**src/rtl/imm_gen_pipe_if.sv**
```systemverilog
// Shared decode types and the handshake bundle for imm_gen_pipe.
// The slave modport is the generator's view; the master modport is the fetch/decode/ID-EX side.
package imm_gen_pipe_pkg;
  typedef logic [31:0] instruction_t;

  typedef enum logic [2:0] {
    I_TYPE   = 3'd0,
    S_TYPE   = 3'd1,
    B_TYPE   = 3'd2,
    U_TYPE   = 3'd3,
    J_TYPE   = 3'd4,
    R_TYPE   = 3'd5,
    RSVD6    = 3'd6,
    RSVD7    = 3'd7
  } encoding_t;
endpackage

interface imm_gen_pipe_if
  import imm_gen_pipe_pkg::*;
#(
  parameter int XLEN  = 32,
  parameter int TAG_W = 32
);
  logic             flush;
  logic             in_valid;
  logic             in_ready;
  instruction_t     instruction;
  encoding_t        control_encoding;
  logic             zimm_sel;
  logic [TAG_W-1:0] in_tag;
  logic             out_valid;
  logic             out_ready;
  logic [XLEN-1:0]  out_imm;
  logic [TAG_W-1:0] out_tag;
  logic             out_enc_err;

  modport slave (
    input  flush, in_valid, instruction, control_encoding, zimm_sel, in_tag, out_ready,
    output in_ready, out_valid, out_imm, out_tag, out_enc_err
  );

  modport master (
    output flush, in_valid, instruction, control_encoding, zimm_sel, in_tag, out_ready,
    input  in_ready, out_valid, out_imm, out_tag, out_enc_err
  );
endinterface

```
**src/rtl/imm_gen_pipe.sv**
```systemverilog
// Registered RISC-V immediate generator (I/S/B/U/J/Z) behind a valid/ready handshake with flush.
// Define IMM_GEN_PIPE_SKID_EN to add a one-entry skid buffer and register in_ready.
module imm_gen_pipe
  import imm_gen_pipe_pkg::*;
#(
  parameter int XLEN  = 32,
  parameter int TAG_W = 32
) (
  input  logic          clk,
  input  logic          rst,
  imm_gen_pipe_if.slave bus
);

  typedef struct packed {
    logic [XLEN-1:0]  imm;
    logic [TAG_W-1:0] tag;
    logic             err;
  } entry_t;

  function automatic entry_t form_entry(input instruction_t     inst,
                                        input encoding_t        enc,
                                        input logic             zsel,
                                        input logic [TAG_W-1:0] tag);
    entry_t e;
    e.imm = '0;
    e.tag = tag;
    e.err = 1'b0;
    case (enc)
      I_TYPE: begin
        if (zsel) e.imm = XLEN'(inst[19:15]);
        else      e.imm = XLEN'($signed(inst[31:20]));
      end
      S_TYPE: e.imm = XLEN'($signed({inst[31:25], inst[11:7]}));
      B_TYPE: e.imm = XLEN'($signed({inst[31], inst[7], inst[30:25], inst[11:8], 1'b0}));
      // U stays sign-extended above bit 31 so RV64 LUI gets the correct upper half.
      U_TYPE: e.imm = XLEN'($signed({inst[31:12], 12'h000}));
      J_TYPE: e.imm = XLEN'($signed({inst[31], inst[19:12], inst[20], inst[30:21], 1'b0}));
      default: e.err = 1'b1;
    endcase
    return e;
  endfunction

  entry_t new_entry;
  logic   in_xfer;
  logic   out_vld_q, out_vld_d;
  entry_t out_q, out_d;

  assign new_entry = form_entry(bus.instruction, bus.control_encoding, bus.zimm_sel, bus.in_tag);
  assign in_xfer   = bus.in_valid && bus.in_ready;

`ifdef IMM_GEN_PIPE_SKID_EN
  logic   skid_vld_q, skid_vld_d;
  entry_t skid_q, skid_d;

  assign bus.in_ready = !skid_vld_q;

  // The skid entry is always older than anything arriving, so it drains first.
  always_comb begin
    out_vld_d  = out_vld_q;
    out_d      = out_q;
    skid_vld_d = skid_vld_q;
    skid_d     = skid_q;
    if (bus.flush) begin
      out_vld_d  = 1'b0;
      skid_vld_d = 1'b0;
    end else if (!out_vld_q || bus.out_ready) begin
      if (skid_vld_q) begin
        out_vld_d  = 1'b1;
        out_d      = skid_q;
        skid_vld_d = 1'b0;
      end else if (in_xfer) begin
        out_vld_d = 1'b1;
        out_d     = new_entry;
      end else begin
        out_vld_d = 1'b0;
      end
    end else if (in_xfer) begin
      skid_vld_d = 1'b1;
      skid_d     = new_entry;
    end
  end

  always_ff @(posedge clk or posedge rst) begin
    if (rst) begin
      out_vld_q  <= 1'b0;
      out_q      <= '0;
      skid_vld_q <= 1'b0;
      skid_q     <= '0;
    end else begin
      out_vld_q  <= out_vld_d;
      out_q      <= out_d;
      skid_vld_q <= skid_vld_d;
      skid_q     <= skid_d;
    end
  end
`else
  logic out_xfer;

  assign bus.in_ready = !out_vld_q || bus.out_ready;
  assign out_xfer     = out_vld_q && bus.out_ready;

  // Flush outranks a same-cycle accept: the accepted input is dropped.
  always_comb begin
    out_vld_d = out_vld_q;
    out_d     = out_q;
    if (bus.flush) begin
      out_vld_d = 1'b0;
    end else if (in_xfer) begin
      out_vld_d = 1'b1;
      out_d     = new_entry;
    end else if (out_xfer) begin
      out_vld_d = 1'b0;
    end
  end

  always_ff @(posedge clk or posedge rst) begin
    if (rst) begin
      out_vld_q <= 1'b0;
      out_q     <= '0;
    end else begin
      out_vld_q <= out_vld_d;
      out_q     <= out_d;
    end
  end
`endif

  assign bus.out_valid   = out_vld_q;
  assign bus.out_imm     = out_q.imm;
  assign bus.out_tag     = out_q.tag;
  assign bus.out_enc_err = out_q.err;

endmodule

```
**src/flat_wrapper.sv**
```systemverilog
// flat-port wrapper written by rule: the top's interface ports become plain ports
module imm_gen_pipe_flat import imm_gen_pipe_pkg::*;
#(
  parameter int XLEN  = 32,
  parameter int TAG_W = 32
)
  (clk, rst, bus_flush, bus_in_valid, bus_instruction, bus_control_encoding, bus_zimm_sel, bus_in_tag, bus_out_ready, bus_in_ready, bus_out_valid, bus_out_imm, bus_out_tag, bus_out_enc_err);
  imm_gen_pipe_if #(.XLEN(XLEN), .TAG_W(TAG_W)) bus_i ();
  input  logic clk;
  input  logic rst;
  input wire logic [$bits(bus_i.flush)-1:0] bus_flush;
  input wire logic [$bits(bus_i.in_valid)-1:0] bus_in_valid;
  input wire logic [$bits(bus_i.instruction)-1:0] bus_instruction;
  input wire logic [$bits(bus_i.control_encoding)-1:0] bus_control_encoding;
  input wire logic [$bits(bus_i.zimm_sel)-1:0] bus_zimm_sel;
  input wire logic [$bits(bus_i.in_tag)-1:0] bus_in_tag;
  input wire logic [$bits(bus_i.out_ready)-1:0] bus_out_ready;
  output wire logic [$bits(bus_i.in_ready)-1:0] bus_in_ready;
  output wire logic [$bits(bus_i.out_valid)-1:0] bus_out_valid;
  output wire logic [$bits(bus_i.out_imm)-1:0] bus_out_imm;
  output wire logic [$bits(bus_i.out_tag)-1:0] bus_out_tag;
  output wire logic [$bits(bus_i.out_enc_err)-1:0] bus_out_enc_err;
  assign bus_i.flush = bus_flush;
  assign bus_i.in_valid = bus_in_valid;
  assign bus_i.instruction = bus_instruction;
  assign bus_i.control_encoding = bus_control_encoding;
  assign bus_i.zimm_sel = bus_zimm_sel;
  assign bus_i.in_tag = bus_in_tag;
  assign bus_i.out_ready = bus_out_ready;
  assign bus_in_ready = bus_i.in_ready;
  assign bus_out_valid = bus_i.out_valid;
  assign bus_out_imm = bus_i.out_imm;
  assign bus_out_tag = bus_i.out_tag;
  assign bus_out_enc_err = bus_i.out_enc_err;
  imm_gen_pipe #(.XLEN(XLEN), .TAG_W(TAG_W)) u_core (.clk(clk), .rst(rst), .bus(bus_i));
endmodule
```
**config.mk**
```make
export PLATFORM = sky130hd
export DESIGN_NAME = imm_gen_pipe_flat
export DESIGN_NICKNAME = d
export VERILOG_FILES = /design/src/rtl/imm_gen_pipe_if.sv /design/src/rtl/imm_gen_pipe.sv /design/src/flat_wrapper.sv
export SDC_FILE = /design/constraint.sdc
export NUM_CORES = 1
export LEC_CHECK = 0
export ABC_AREA = 1
export BUFFER_PORTS_ARGS = -buffer_cell sky130_fd_sc_hd__buf_2
export CORE_ASPECT_RATIO = 2
export CORE_MARGIN = 2
export CORE_UTILIZATION = 51
export CTS_CLUSTER_SIZE = 25
export DETAILED_ROUTE_END_ITERATION = 8
export GPL_TIMING_DRIVEN = 0
export HOLD_SLACK_MARGIN = 0.03
export PLACE_DENSITY = 0.83
export SLEW_MARGIN = 10
export SYNTH_ARGS = -nofsm -noshare
export SYNTH_HDL_FRONTEND = slang
export SYNTH_SLANG_ARGS = --single-unit
```
**constraint.sdc**
```tcl
create_clock -name clk -period 5.5 [get_ports clk]
set_clock_uncertainty 0.1 [all_clocks]
set_input_delay 0.55 -clock clk [delete_from_list [all_inputs] [get_ports clk]]
set_output_delay 0.55 -clock clk [all_outputs]
set_load 0.02 [all_outputs]
```
==> impl_metrics.py, run 1 <==
metrics = {
    "cts": {
        "cts.sinks": 66,
        "clockBufferDepth": 2,
        "tritoncts": "done",
        "htree_num_levels": 3,
        "cts_hold_buffers": 0,
        "clk_pin_slew_ns": 0.05,
        "clockRootBuffer": "clkbuf_16",
        "cts_made_buffers": 9,
        "cts_setup_buffers": 0,
        "clk_latency_ns": 0.32,
        "ctsResizeCount": 0,
    },
    "floorplan": {
        "dieWidth_microns": 59.26,
        "num_rows": 40,
        "die_area_sq_um": 6785,
        "initial_utilization": 0.5229,
        "core_area_sq_um": 5956,
        "die_h_microns": 114.5,
        "num_io_pins": 140,
    },
    "timing": {
        "final.period_utilization": 0.3025,
        "slew-limit-headroom": 0.4807,
        "setup_viol": 0,
        "period_needed_ns": 1.664,
        "fmax_mhz": 601.0,
        "slew_viol_final": 0,
        "tightest_slew_ns": 0.7790,
        "fin_setup_tns_ns": 0,
        "finalHoldViolCount": 0,
        "rsz0062_at_grt": "no",
    },
    "global_route": {
        "grt_max_degree": 67,
        "grt_usage": 0.2551,
        "antenna_found_initial": 0,
        "grt_first_pass_wirelength_microns": 13160,
        "grt_overflow_total": 0,
        "grt_pass1_vias": 3136,
    },
    "worst_setup_path": {
        "cp_max_fo": 10,
        "crit_required_ns": 5.66,
        "rrSetupSlack_ns": 3.85,
        "crit_path_end_kind": "flop",
        "cp_slowest_cell": "clkbuf_1",
        "worstRegToRegCells": 6,
        "reg2reg_to": "u_core.bus.out_imm[0]",
        "max_stage_delay_ns": 0.43,
        "cp-start-kind": "primary input",
        "cp.arrival_ns": 1.83,
        "crit_type": "primary input to flop",
        "cp_cell_sequence": "buf_2, inv_1, nand2_1, nand2_1, buf_4, clkbuf_1, nand2_1, nand2_1",
        "cpMostUsedCell": "nand2_1",
        "reg2reg_from": "u_core.bus.out_valid",
    },
    "finish": {
        "multi_input_area_sq_um": 1270,
        "n_antenna_cell": 0,
        "finalNonFillerCells": 622,
        "area_growth_pct": 33.27,
        "seq_area_sq_um": 1652,
        "fillers": 511,
        "final_nets": 627,
        "drive_above_1_share": 0.3023,
    },
    "power": {
        "leakagePower_nw": 2.591,
        "ir_worst_vdd_mv": 0.2400,
        "powerDensity_nw_per_um2": 354.3,
    },
    "placement": {
        "numPortBuffers": 131,
        "dp_hpwl_microns": 6261,
        "dp_cells": 606,
        "gp_congestion": 0.9040,
    },
    "synth": {
        "syn-cell-area_sq_um": 3114,
        "ys_seq_elements": 66,
        "synthTopCellsByArea": "dfrtp_1 (53%), nand2_1 (28%), nand3_1 (5.5%)",
        "yosysWarningCount": 0,
        "synth-simple-area-share": 0.3982,
        "netlist_instances": 412,
        "synthXorXnorAreaFrac": 0,
        "yosys.area_share.adder": 0,
        "muxShareOfSynthArea": 0,
        "seq_area_frac_synth": 0.5303,
        "syn_avg_cell_area_sq_um": 7.559,
        "synth_top_area_share": 0.5303,
        "synth-compound-area-share": 0.009642,
        "syn_nets": 485,
        "yosysTopAreaCell": "dfrtp_1",
        "synth_top_family_by_area": "simple AND/OR/NAND/NOR gates",
        "ys_types": 21,
    },
    "routing": {
        "drt_iter0_drc": 102,
        "num_vias": 3122,
        "routed_wl_microns": 8048,
        "routedWlPerCell_microns": 12.94,
        "drc": 0,
        "postRouteAntennaNets": 0,
        "avgViaCountPerCell": 5.019,
        "firstDrtPassIters": 4,
    },
    "outcome": {
        "status": "completed",
    },
    "job": {
        "maxCapViolations": 0,
    },
    "min_path": {
        "hp-class": "primary input to asynchronous set/reset pin",
    },
}
cells by family (layout without fill, tap and decap cells):
group,count (synthesis),in the layout
buffers and inverters,44,191
AOI/OAI and AO/OA,6,6
and+or+nand+nor,296,296
DFF,66,66
registers in the layout, summed over array words and instances, names as in the netlist:
| signal | flops |
|---|---|
| u_core.bus.out_imm | 32 |
| u_core.bus.out_tag | 32 |
| u_core.bus.out_enc_err | 1 |
| u_core.bus.out_valid | 1 |
layout make-up:
type	count	share of cell area
buffer	20	0.02472
timing repair buffer	131	0.1580
clock buffer	14	0.06361
sequential	66	0.3979
multi-input combinational	302	0.3060
clock inverter	2	0.008441
inverter	24	0.02231
tap	63	0.01899
how the worst max path moves through the flow:
stage / start / to / cells after the start
after floorplan: rst / u_core.bus.out_enc_err / 1
after global placement: rst / u_core.bus.out_tag[3] / 2
after detailed placement: bus_out_ready / u_core.bus.out_imm[1] / 8
after CTS: bus_out_ready / u_core.bus.out_imm[0] / 8
after global routing: bus_out_ready / u_core.bus.out_imm[0] / 8
final: bus_out_ready / u_core.bus.out_imm[0] / 8
synthesized netlist by cell type:
master,instances
nand2_1,234
dfrtp_1,66
nand3_1,34
inv_1,22
buf_2,12
nand4_1,11
nor2_1,9
clkbuf_1,4
o21ai_0,4
a21oi_1,2
inv_2,2
nand2_4,2
nand3_2,2
buf_1,1
buf_4,1
buf_6,1
clkbuf_2,1
nand4_4,1
nor2_2,1
nor2_4,1
nor3b_1,1
power by group:
group | internal [mW] | switching (mW)
clock | 0.375 | 0.192
combinational | 0.108 | 0.210
sequential | 0.553 | 0.0333
metal layers:
metal,vias to the layer above,track usage,share of wire
met4,0,0.1576,0.047
met1,1409,0.2444,0.36
li1,1559,-,-
met5,-,0,0
met3,27,0.07458,0.068
met2,127,0.4520,0.53
stage by stage:
step                area, sq um  hold slack (ns)  total power [mW]  worst slack, ns  utilization
finish                     4150           0.2839             1.470            3.836       0.6968
global route               4150           0.2772             1.540            3.680       0.6968
CTS                        4150           0.2805             1.484            3.821       0.6968
detailed placement         3851           0.3596            0.9140            3.533       0.6466
global placement           3849           0.3576            0.9057            2.508       0.6462
floorplan                  3114           0.4847            0.7872            3.195            -
layout by cell type, fill, tap and decap left out, drive strengths merged:
cell    Yosys  layout
clkbuf      5      19
nand4      12      12
buf        15     146
a21oi       2       2
dfrtp      66      66
o21ai       4       4
inv        24      24
nor3b       1       1
clkinv      0       1
nand2     236     236
nand3      36      36
nor2       11      11
bufinv      0       1
worst max-delay path: cells and delay by family:
family	cells	cell delay, ns
simple gates	4	0.47
buf+inv	4	0.79
(Power assumes the default switching activity.)
==> run 2, diff against run 1 <==
--- a/config.mk
+++ b/config.mk
@@ -5,16 +5,16 @@
 export SDC_FILE = /design/constraint.sdc
 export NUM_CORES = 1
 export LEC_CHECK = 0
-export ABC_AREA = 1
+export ABC_AREA = 0
 export BUFFER_PORTS_ARGS = -buffer_cell sky130_fd_sc_hd__buf_2
 export CORE_ASPECT_RATIO = 2
 export CORE_MARGIN = 2
-export CORE_UTILIZATION = 51
+export CORE_UTILIZATION = 41
 export CTS_CLUSTER_SIZE = 25
 export DETAILED_ROUTE_END_ITERATION = 8
 export GPL_TIMING_DRIVEN = 0
 export HOLD_SLACK_MARGIN = 0.03
-export PLACE_DENSITY = 0.83
+export PLACE_DENSITY = 0.72
 export SLEW_MARGIN = 10
 export SYNTH_ARGS = -nofsm -noshare
 export SYNTH_HDL_FRONTEND = slang
==> constraint.sdc (replaced) <==
create_clock -name clk -period 1.4 [get_ports clk]
set_clock_uncertainty 0.1 [all_clocks]
set_input_delay 0.14 -clock clk [delete_from_list [all_inputs] [get_ports clk]]
set_output_delay 0.14 -clock clk [all_outputs]
set_load 0.02 [all_outputs]
==> run 2 against run 1 <==
Clock power grew to 3.7 times the previous value; critical endpoint is now u_core.bus.out_imm[17]; setup slack worse by 3.9 ns; global-route usage down 0.12 points; sequential power grew to 4.0 times the previous value; die area is 14% higher; sequential share of layout area is 4.7 points lower; the flow now finishes with violations (negative setup slack); largest power group unchanged.
==> impl_metrics.py, run 2 <==
metrics = {
    "outcome": {
        "status": "finished, violations left",
        "violations": "negative setup slack",
    },
    "placement": {
        "preCtsSetupSlack_ns": -0.1809,
        "gp_congestion": 0.8616,
        "dp_hpwl_microns": 6289,
        "dp_cells": 551,
        "numPortBuffers": 132,
        "placed_area_sq_um": 3755,
    },
    "cts": {
        "clk_pin_slew_ns": 0.05,
        "cts.sinks": 66,
        "clockRootBuffer": "clkbuf_16",
        "clk_latency_ns": 0.32,
        "tritoncts": "done",
        "clockBufferDepth": 2,
        "htree_num_levels": 3,
        "cts_made_buffers": 9,
    },
    "timing": {
        "final.period_utilization": 1.038,
        "rsz0062_at_grt": "yes",
        "slew-limit-headroom": 0.5044,
        "fmax_mhz": 687.9,
        "period_needed_ns": 1.454,
        "finalHoldViolCount": 0,
        "slew_viol_final": 0,
        "tightest_slew_ns": 0.7418,
        "whs_ns": 0.02197,
        "fin_setup_tns_ns": -0.2898,
        "setup_viol": 9,
        "setup_ws_ns": -0.05370,
    },
    "power": {
        "powerDensity_nw_per_um2": 1265,
        "p_sw_mw": 1.838,
        "ir_worst_vdd_mv": 0.7734,
        "sequentialPowerShare": 0.391,
        "power_mw": 5.960,
        "swShare": 0.3085,
        "internal-power_mw": 4.122,
        "leakagePower_nw": 2.438,
        "power_frac_clock": 0.355,
        "power_frac_comb": 0.254,
    },
    "global_route": {
        "grt_pass1_vias": 3271,
        "grt_use_met3": 0.05500,
        "grt_usage": 0.2538,
        "grt_first_pass_wirelength_microns": 15100,
        "met1_usage": 0.2587,
        "grt_max_degree": 35,
        "grt.busiest_layer": "met2",
        "antenna_found_initial": 0,
        "grtUsageMet2": 0.4707,
        "grt_overflow_total": 0,
    },
    "worst_setup_path": {
        "max_stage_delay_ns": 0.40,
        "crit_required_ns": 1.55,
        "cp_slowest_cell": "dfrtp_2",
        "critical_path_buf_inv_count": 3,
        "path_delay_family": "buffers and inverters",
        "crit_path_end_kind": "flop",
        "cp_max_fo": 8,
        "cp.arrival_ns": 1.61,
        "cp-start-kind": "flop",
        "crit_type": "flop to flop",
        "cp_cell_sequence": "nor2b_4, nor3b_4, buf_6, buf_8, buf_4, nor2_1, a21oi_1",
    },
    "synth": {
        "yosys.area_share.adder": 0,
        "synth_commonest_cells": "nand2_1 (130), dfrtp_1 (66), a21oi_1 (25)",
        "synthXorXnorAreaFrac": 0.003046,
        "synth-compound-area-share": 0.1366,
        "syn_nets": 401,
        "yosysTopAreaCell": "dfrtp_1",
        "synthFlopType": "dfrtp_1",
        "synth_top_area_share": 0.5744,
        "syn_avg_cell_area_sq_um": 8.766,
        "synth.most_common_cell": "nand2_1",
        "ys_types": 32,
        "seq_area_frac_synth": 0.5744,
        "syn-cell-area_sq_um": 2875,
        "ys_seq_elements": 66,
        "yosysWarningCount": 0,
        "synthArstFlopShare": 1.000,
        "synth_top_family_by_area": "simple AND/OR/NAND/NOR gates",
        "synth_edf_count": 0,
        "synth-simple-area-share": 0.2380,
        "synthTopCellsByArea": "dfrtp_1 (57%), nand2_1 (17%), a21oi_1 (4.4%)",
        "muxShareOfSynthArea": 0.007398,
        "netlist_instances": 328,
    },
    "job": {
        "maxCapViolations": 0,
    },
    "floorplan": {
        "dieWidth_microns": 63.22,
        "die_area_sq_um": 7739,
        "initial_utilization": 0.4175,
        "die_h_microns": 122.4,
        "core_area_sq_um": 6887,
        "num_io_pins": 140,
        "num_rows": 43,
    },
    "finish": {
        "layout_commonest_cell": "buf_2",
        "drive_above_1_share": 0.3533,
        "layout_common_cells": "buf_2 (135), nand2_1 (125), dfrtp_1 (65), dlygate4sd3_1 (54), a21oi_1 (22)",
        "n_antenna_cell": 0,
        "seq_area_sq_um": 1653,
        "fin_util": 0.6842,
        "design_area_sq_um": 4712,
        "multi_input_area_sq_um": 1191,
        "finalNonFillerCells": 625,
        "area_growth_pct": 63.88,
        "fillers": 553,
        "final_nets": 603,
    },
    "routing": {
        "avgViaCountPerCell": 5.072,
        "firstDrtPassIters": 4,
        "drt_iter0_drc": 193,
        "routed_wl_microns": 9385,
        "drc": 0,
        "postRouteAntennaNets": 0,
        "routedWlPerCell_microns": 15.02,
        "num_vias": 3170,
    },
    "min_path": {
        "hp-class": "primary input to flop",
    },
}
[run 2: changes by cell type after synthesis, sizes merged, moves of 7 or more]
| cell | before | now |
|---|---|---|
| nand4 | 12 | 0 |
| nand2 | 236 | 130 |
| nor2 | 11 | 18 |
| a21oi | 2 | 25 |
| nand3 | 36 | 8 |
| o21ai | 4 | 26 |
| inv | 24 | 3 |
[run 2: repair_timing]
item,CTS,global route
endpoints found under the hold margin,90,0
setup buffers,3,0
cloned,0,1
pin swaps,1,7
setup endpoints to repair,49,51
gates resized for setup,9,26
hold buffers,54,0
[run 2: path summary, 6_finish.rpt]
kind,startpoint,to,slack [ns],depth (start not counted)
hold reg to reg,u_core.bus.out_tag[21],u_core.bus.out_tag[21],0.36,2
hold / removal,bus_out_ready,u_core.bus.out_valid,0.02,4
setup reg to reg,u_core.bus.out_valid,u_core.bus.out_imm[17],-0.05,7
setup / recovery,u_core.bus.out_valid,u_core.bus.out_imm[17],-0.05,7
max in group asynchronous,rst,u_core.bus.out_imm[8],0.19,4
min in group asynchronous,rst,u_core.bus.out_tag[16],0.41,3
[run 2: worst reg2reg max path: stages (launching register included)]
cell and delay [ns]:
dfrtp_2 0.40, nor2b_4 0.14, nor3b_4 0.17, buf_6 0.18, buf_8 0.14, buf_4 0.11, nor2_1 0.03, a21oi_1 0.11
[run 2: per-layer routing]
layer,vias to the layer above,wire length [microns]
li1,1485,-
met1,1521,3287
met2,129,5285
met3,35,396
met4,0,416
met5,-,0
[run 2: area by class of cell]
class,instances,area share
clock buffers,14,0.05815
well taps,90,0.02390
plain buffers,20,0.03824
clock inverters,2,0.002124
inverters,3,0.003186
flip-flops and latches,66,0.3508
multi-input cells,239,0.2528
repair buffers,191,0.2708
[run 2: cells by family after synthesis]
family | Yosys count
buf+inv | 23
compound gates | 67
mux | 2
xor+xnor | 1
flops | 66
simple gates | 169
[run 2: power by group through the flow]
stage	sequential (mW)	combinational (mW)	clock (mW)
finish	2.33	1.51	2.12
global placement	2.34	1.30	0
floorplan	2.70	0.440	0
global route	2.36	1.64	2.26
CTS	2.33	1.47	2.16
detailed placement	2.36	1.33	0
